$ cat src/rtl/word_panel_pkg.sv
// rtl/word_panel_pkg.sv - shared types and constants for the word panel controller
package word_panel_pkg;

    typedef enum logic [1:0] {
        IDLE,
        SNAP,
        SEND
    } state_t;

    localparam int NUM_CHARS = 8;
    localparam int CHAR_W    = 9;
    localparam int POS_W     = 3;
    localparam int WORD_W    = 2;

    localparam logic [WORD_W-1:0] WORD_KEVIN    = 2'd0;
    localparam logic [WORD_W-1:0] WORD_HI       = 2'd1;
    localparam logic [WORD_W-1:0] WORD_IT_WORKS = 2'd2;

    function automatic logic [WORD_W-1:0] next_word(input logic [WORD_W-1:0] w,
                                                    input int num_words);
        return (int'(w) >= num_words - 1) ? WORD_KEVIN : w + WORD_W'(1);
    endfunction

endpackage

$ cat src/rtl/word_panel_btn_debounce.sv
// rtl/word_panel_btn_debounce.sv - button synchroniser, debounce counter and press pulse
module btn_debounce #(
    parameter int DEBOUNCE_CYCLES = 1_000_000
) (
    input  logic clk,
    input  logic rst_n,
    input  logic btn,
    output logic rise
);
    localparam int CNT_W = $clog2(DEBOUNCE_CYCLES + 1);
    localparam logic [CNT_W-1:0] CNT_LAST = CNT_W'(DEBOUNCE_CYCLES - 1);

    logic             sync_0;
    logic             sync_1;
    logic             level;
    logic             level_q;
    logic [CNT_W-1:0] cnt;

    // Any cycle where the synchronised input agrees with the accepted level restarts the count.
    always_ff @(posedge clk or negedge rst_n) begin
        if (!rst_n) begin
            sync_0  <= 1'b0;
            sync_1  <= 1'b0;
            level   <= 1'b0;
            level_q <= 1'b0;
            cnt     <= '0;
        end else begin
            sync_0  <= btn;
            sync_1  <= sync_0;
            level_q <= level;
            if (sync_1 != level) begin
                if (cnt == CNT_LAST) begin
                    level <= sync_1;
                    cnt   <= '0;
                end else begin
                    cnt <= cnt + CNT_W'(1);
                end
            end else begin
                cnt <= '0;
            end
        end
    end

    assign rise = level & ~level_q;

endmodule

$ cat src/rtl/word_panel_ctrl.sv
// rtl/word_panel_ctrl.sv - word advance sequencing and 8-character display streaming
module word_panel_ctrl
    import word_panel_pkg::*;
#(
    parameter int DEBOUNCE_CYCLES = 1_000_000,
    parameter int AUTO_CYCLES     = 0,
    parameter int NUM_WORDS       = 3
) (
    input  logic              clk,
    input  logic              rst_n,
    input  logic              BTN,
    input  logic              auto_en,
    output logic [WORD_W-1:0] word_sel,
    output logic              advance,
    input  logic [CHAR_W-1:0] char_0,
    input  logic [CHAR_W-1:0] char_1,
    input  logic [CHAR_W-1:0] char_2,
    input  logic [CHAR_W-1:0] char_3,
    input  logic [CHAR_W-1:0] char_4,
    input  logic [CHAR_W-1:0] char_5,
    input  logic [CHAR_W-1:0] char_6,
    input  logic [CHAR_W-1:0] char_7,
    output logic [CHAR_W-1:0] disp_char,
    output logic [POS_W-1:0]  disp_pos,
    output logic              disp_valid,
    input  logic              disp_ready,
    output logic              busy
);
    localparam int AUTO_W  = (AUTO_CYCLES > 1) ? $clog2(AUTO_CYCLES) : 1;
    localparam bit AUTO_ON = (AUTO_CYCLES != 0);
    localparam logic [AUTO_W-1:0] AUTO_LAST = AUTO_W'(AUTO_CYCLES - 1);
    localparam logic [POS_W-1:0]  LAST_POS  = POS_W'(NUM_CHARS - 1);

    state_t            state;
    state_t            state_n;
    logic [WORD_W-1:0] word_n;
    logic [POS_W-1:0]  pos_n;
    logic              pending;
    logic              pending_n;
    logic [AUTO_W-1:0] auto_cnt;
    logic              btn_req;
    logic              auto_req;
    logic              req;
    logic [CHAR_W-1:0] chars  [NUM_CHARS];
    logic [CHAR_W-1:0] shadow [NUM_CHARS];

    btn_debounce #(
        .DEBOUNCE_CYCLES(DEBOUNCE_CYCLES)
    ) u_debounce (
        .clk  (clk),
        .rst_n(rst_n),
        .btn  (BTN),
        .rise (btn_req)
    );

    assign chars    = '{char_0, char_1, char_2, char_3, char_4, char_5, char_6, char_7};
    assign auto_req = AUTO_ON && auto_en && (auto_cnt == AUTO_LAST);
    assign req      = btn_req | auto_req;

    always_ff @(posedge clk or negedge rst_n) begin
        if (!rst_n) begin
            auto_cnt <= '0;
        end else if (!AUTO_ON || !auto_en || advance || auto_req) begin
            auto_cnt <= '0;
        end else begin
            auto_cnt <= auto_cnt + AUTO_W'(1);
        end
    end

    always_ff @(posedge clk or negedge rst_n) begin
        if (!rst_n) begin
            state    <= IDLE;
            word_sel <= WORD_KEVIN;
            disp_pos <= '0;
            pending  <= 1'b1;
            for (int i = 0; i < NUM_CHARS; i++) shadow[i] <= '0;
        end else begin
            state    <= state_n;
            word_sel <= word_n;
            disp_pos <= pos_n;
            pending  <= pending_n;
            if (state == SNAP) begin
                for (int i = 0; i < NUM_CHARS; i++) shadow[i] <= chars[i];
            end
        end
    end

    // A pending flag seen in IDLE only comes from reset: refresh the current word without stepping.
    always_comb begin
        state_n   = state;
        word_n    = word_sel;
        pos_n     = disp_pos;
        pending_n = pending;
        advance   = 1'b0;
        unique case (state)
            IDLE: begin
                if (pending) begin
                    pending_n = 1'b0;
                    state_n   = SNAP;
                end else if (req) begin
                    advance = 1'b1;
                    word_n  = next_word(word_sel, NUM_WORDS);
                    state_n = SNAP;
                end
            end
            SNAP: begin
                pos_n     = '0;
                pending_n = pending | req;
                state_n   = SEND;
            end
            SEND: begin
                pending_n = pending | req;
                if (disp_ready) begin
                    if (disp_pos == LAST_POS) begin
                        if (pending || req) begin
                            advance   = 1'b1;
                            word_n    = next_word(word_sel, NUM_WORDS);
                            pending_n = 1'b0;
                            state_n   = SNAP;
                        end else begin
                            state_n = IDLE;
                        end
                    end else begin
                        pos_n = disp_pos + POS_W'(1);
                    end
                end
            end
            default: state_n = IDLE;
        endcase
    end

    assign disp_valid = (state == SEND);
    assign busy       = (state != IDLE);
    assign disp_char  = (state == SEND) ? shadow[disp_pos] : '0;

endmodule

$ cat config.mk
export PLATFORM = sky130hd
export DESIGN_NAME = word_panel_ctrl
export DESIGN_NICKNAME = d
export VERILOG_FILES = /design/src/rtl/word_panel_pkg.sv /design/src/rtl/word_panel_btn_debounce.sv /design/src/rtl/word_panel_ctrl.sv
export SDC_FILE = /design/constraint.sdc
export NUM_CORES = 1
export LEC_CHECK = 0
export ABC_CLOCK_PERIOD_IN_PS = 2400
export CAP_MARGIN = 25
export CORE_ASPECT_RATIO = 0.8
export CORE_MARGIN = 2
export CORE_UTILIZATION = 52
export CTS_BUF_LIST = sky130_fd_sc_hd__clkbuf_8 sky130_fd_sc_hd__clkbuf_16
export DETAILED_ROUTE_END_ITERATION = 12
export HOLD_SLACK_MARGIN = 0.06
export PLACE_DENSITY_LB_ADDON = 0.25
export SYNTH_ARGS = -nofsm -noshare
export SYNTH_HDL_FRONTEND = slang
export SYNTH_SLANG_ARGS = --single-unit
$ cat constraint.sdc
create_clock -name clk -period 2.4 [get_ports clk]
set_input_delay 0.72 -clock clk [delete_from_list [all_inputs] [get_ports clk]]
set_output_delay 0.72 -clock clk [all_outputs]
set_load 0.02 [all_outputs]
==> results.cfg <==
[outcome]
status = finished with violations
violations = setup timing

[critical_path]
crit_path_end_kind = output pin
setup.worst_path.start_class = flip-flop
worstPathMaxFanout = 8
worst-setup-path-type = reg -> out
reg2reg_depth = 8
arrival_ns = 1.87
worstPathRequired_ns = 1.68
r2r-end = state[1]$_DFFE_PN0P_
rr_startpoint = disp_pos[0]$_DFFE_PN0P_
reg2reg_slack_ns = 0.28

[job]
cap_violations = 0

[sta]
finalHoldViolCount = 0
period_share = 1.080
max-slew-margin-rel = 0.6231
finalWorstSetupSlack_ns = -0.1912
worstMarginPinSlew_ns = 0.5653
finClkSkew_ns = 0.006553
clock.fmax_mhz = 385.9
period_needed_ns = 2.591
setup_violations = 10
maxSlewViolCount = 0
setup_tns_ns = -1.403
timing.hold.ws_ns = 0.3398
rsz0062_at_grt = yes

[layout]
drive_gt1_frac = 0.3440
layout_common_cells = dfrtp_1 (102), mux2_2 (78), clkdlybuf4s50_1 (78), buf_4 (26), nor2_1 (19)
fin_cells = 583
syn_to_final_growth_pct = 31.59
mostFrequentLayoutCell = dfrtp_1
antenna_cells = 0
fin_nets = 548
fill_cells = 626

[route]
drt_first_pass_iters = 4
vias_per_cell = 5.576
wl_um = 10910
wl_per_cell_um = 18.71
drc = 0
vias = 3251
first_iter_violations = 144
ant_nets = 0

[hold_path]
hp-class = in -> async

[synthesis]
synth.avg_cell_area_sq_um = 13.74
syn-num-nets = 438
yosysTopAreaCell = dfrtp_1
ys_seq_elements = 104
synth_ff_type = dfrtp_1
netlist_area_sq_um = 4863
synthArstFlopShare = 1.000
synthTopCellsByArea = dfrtp_1 (53%), mux2_2 (18%), mux4_2 (8.3%), mux2i_1 (1.9%), ha_1 (1.8%)
synth_cell_type_count = 38
synth_cells = 354
synth_top_area_frac = 0.5300
yosys_warnings = 0
synth_edf_count = 0
synth-seq-area-share = 0.5354

[pwr]
p_leak_nw = 2.608
comb_power_share = 0.413
power_frac_seq = 0.394
power.total_mw = 7.068
power_frac_clock = 0.193
p_switching_mw = 2.154
p_per_area_nw_per_um2 = 1104
p_sw_frac = 0.3047
p_int_mw = 4.914
max-vdd-ir-drop_uv = 937.3

[grt]
grt_remaining_overflow = 0
grt_max_degree = 40
antenna_found_initial = 0
grt_pass1_vias = 3398
grt_use_total = 0.2278
grt_pass1_wl_um = 17800

[placement]
dp_cells = 566
gp_congestion = 0.7539
dp_hpwl_um = 7960
numPortBuffers = 92

[cts]
path_clk_slew_ns = 0.07
h-tree-depth = 3
hold_buffers = 0
cts_tree = built
clockRootBuffer = clkbuf_16
cts_inserted_buffers = 9
clk_latency_ns = 0.35
cts.sink_count = 104
cts_buffer_depth = 2

[die]
dieWidth_um = 112.1
die_h_um = 90.50
rows = 31
ioPinCount = 94
fp.dieArea_sq_um = 10150
start_util = 0.5358
core-area_sq_um = 9076
==> Yosys cell counts, drive strengths merged, types with 4 or more instances <==
master / number
nor4: 5
nand2: 8
clkbuf: 15
inv: 7
or3: 4
nand3: 12
xnor2: 8
dfrtp: 103
buf: 4
o21ai: 4
mux2: 78
mux2i: 9
a21oi: 8
ha: 7
xor2: 6
o31ai: 4
nor2: 19
nor2b: 11
mux4: 18
==> cells by family (layout without fill, tap and decap cells) <==
logic type	Yosys count	count (layout)	share of synthesized area
compound gates	24	24	0.03293
fa+ha+maj	7	7	0.01801
simple gates	74	74	0.08490
mux	105	105	0.2825
buf+inv	26	140	0.02110
flops	104	104	0.5354
xor+xnor	14	14	0.02521
==> state kept, by name (all words and copies together), names as in the netlist <==
name,flops
shadow,72
u_debounce.cnt,20
disp_pos,3
state,2
word_sel,2
pending,1
u_debounce.level,1
u_debounce.level_q,1
u_debounce.sync_0,1
u_debounce.sync_1,1
==> worst max-delay path, stage by stage, from the launching register on <==
cell and delay, ns:
dfrtp_2 0.42, buf_12 0.16, mux4_2 0.55, mux2i_1 0.16, nor2b_1 0.07, buf_2 0.16
==> timing repair <==
| action | 4_1_cts | 5_1_grt |
|---|---|---|
| setup buffers | 2 | 1 |
| gates resized for setup | 56 | 6 |
| setup endpoints to repair | 13 | 10 |
| cloned | 1 | 0 |
| pin swaps | 1 | 1 |
==> worst max-delay path by stage <==
stage	start	endpoint	depth (start not counted)
finish	disp_pos[0]$_DFFE_PN0P_	disp_char[4]	5
global route	disp_pos[0]$_DFFE_PN0P_	disp_char[6]	5
CTS	disp_pos[0]$_DFFE_PN0P_	disp_char[6]	6
detailed placement	disp_ready	advance	4
global placement	disp_ready	advance	4
floorplan	state[0]$_DFFE_PN0P_	disp_char[0]	5
==> power by group through the flow <==
stage                     combinational (mW)  clock [mW]  sequential, mW
after floorplan                         1.99           0            2.69
after global placement                  2.83           0            2.75
after detailed placement                2.93           0            2.81
after CTS                               2.96        1.39            2.78
after global routing                    3.15        1.45            2.87
final                                   2.92        1.36            2.78
==> metrics by stage <==
stage               cell area, sq um  setup WS (ns)    util
CTS                             6406        -0.2084  0.7058
detailed placement              6097        -0.3917  0.6718
floorplan                       4863         0.1018       -
finish                          6400        -0.1912  0.7051
global route                    6400        -0.2681  0.7051
global placement                6097        -0.3692  0.6718
==> layer usage <==
layer / GRT usage / share of wire / vias to the layer above
met4: 0.06301 / 0.015 / 0
met1: 0.3188 / 0.47 / 1631
met3: 0.06242 / 0.054 / 13
li1: - / - / 1507
met2: 0.3544 / 0.46 / 100
met5: 0 / 0 / -
==> layout make-up <==
cell class,count,area [sq um],area share
Sequential cell,104,2605,0.4070
Multi-Input combinational cell,224,2211,0.3455
Timing Repair Buffer,118,1140,0.1781
Clock buffer,11,252.7,0.03949
Tap cell,115,143.9,0.02248
Inverter,7,26.28,0.004106
Clock inverter,4,21.27,0.003324
Note: power is estimated with default switching activity, not from simulation.
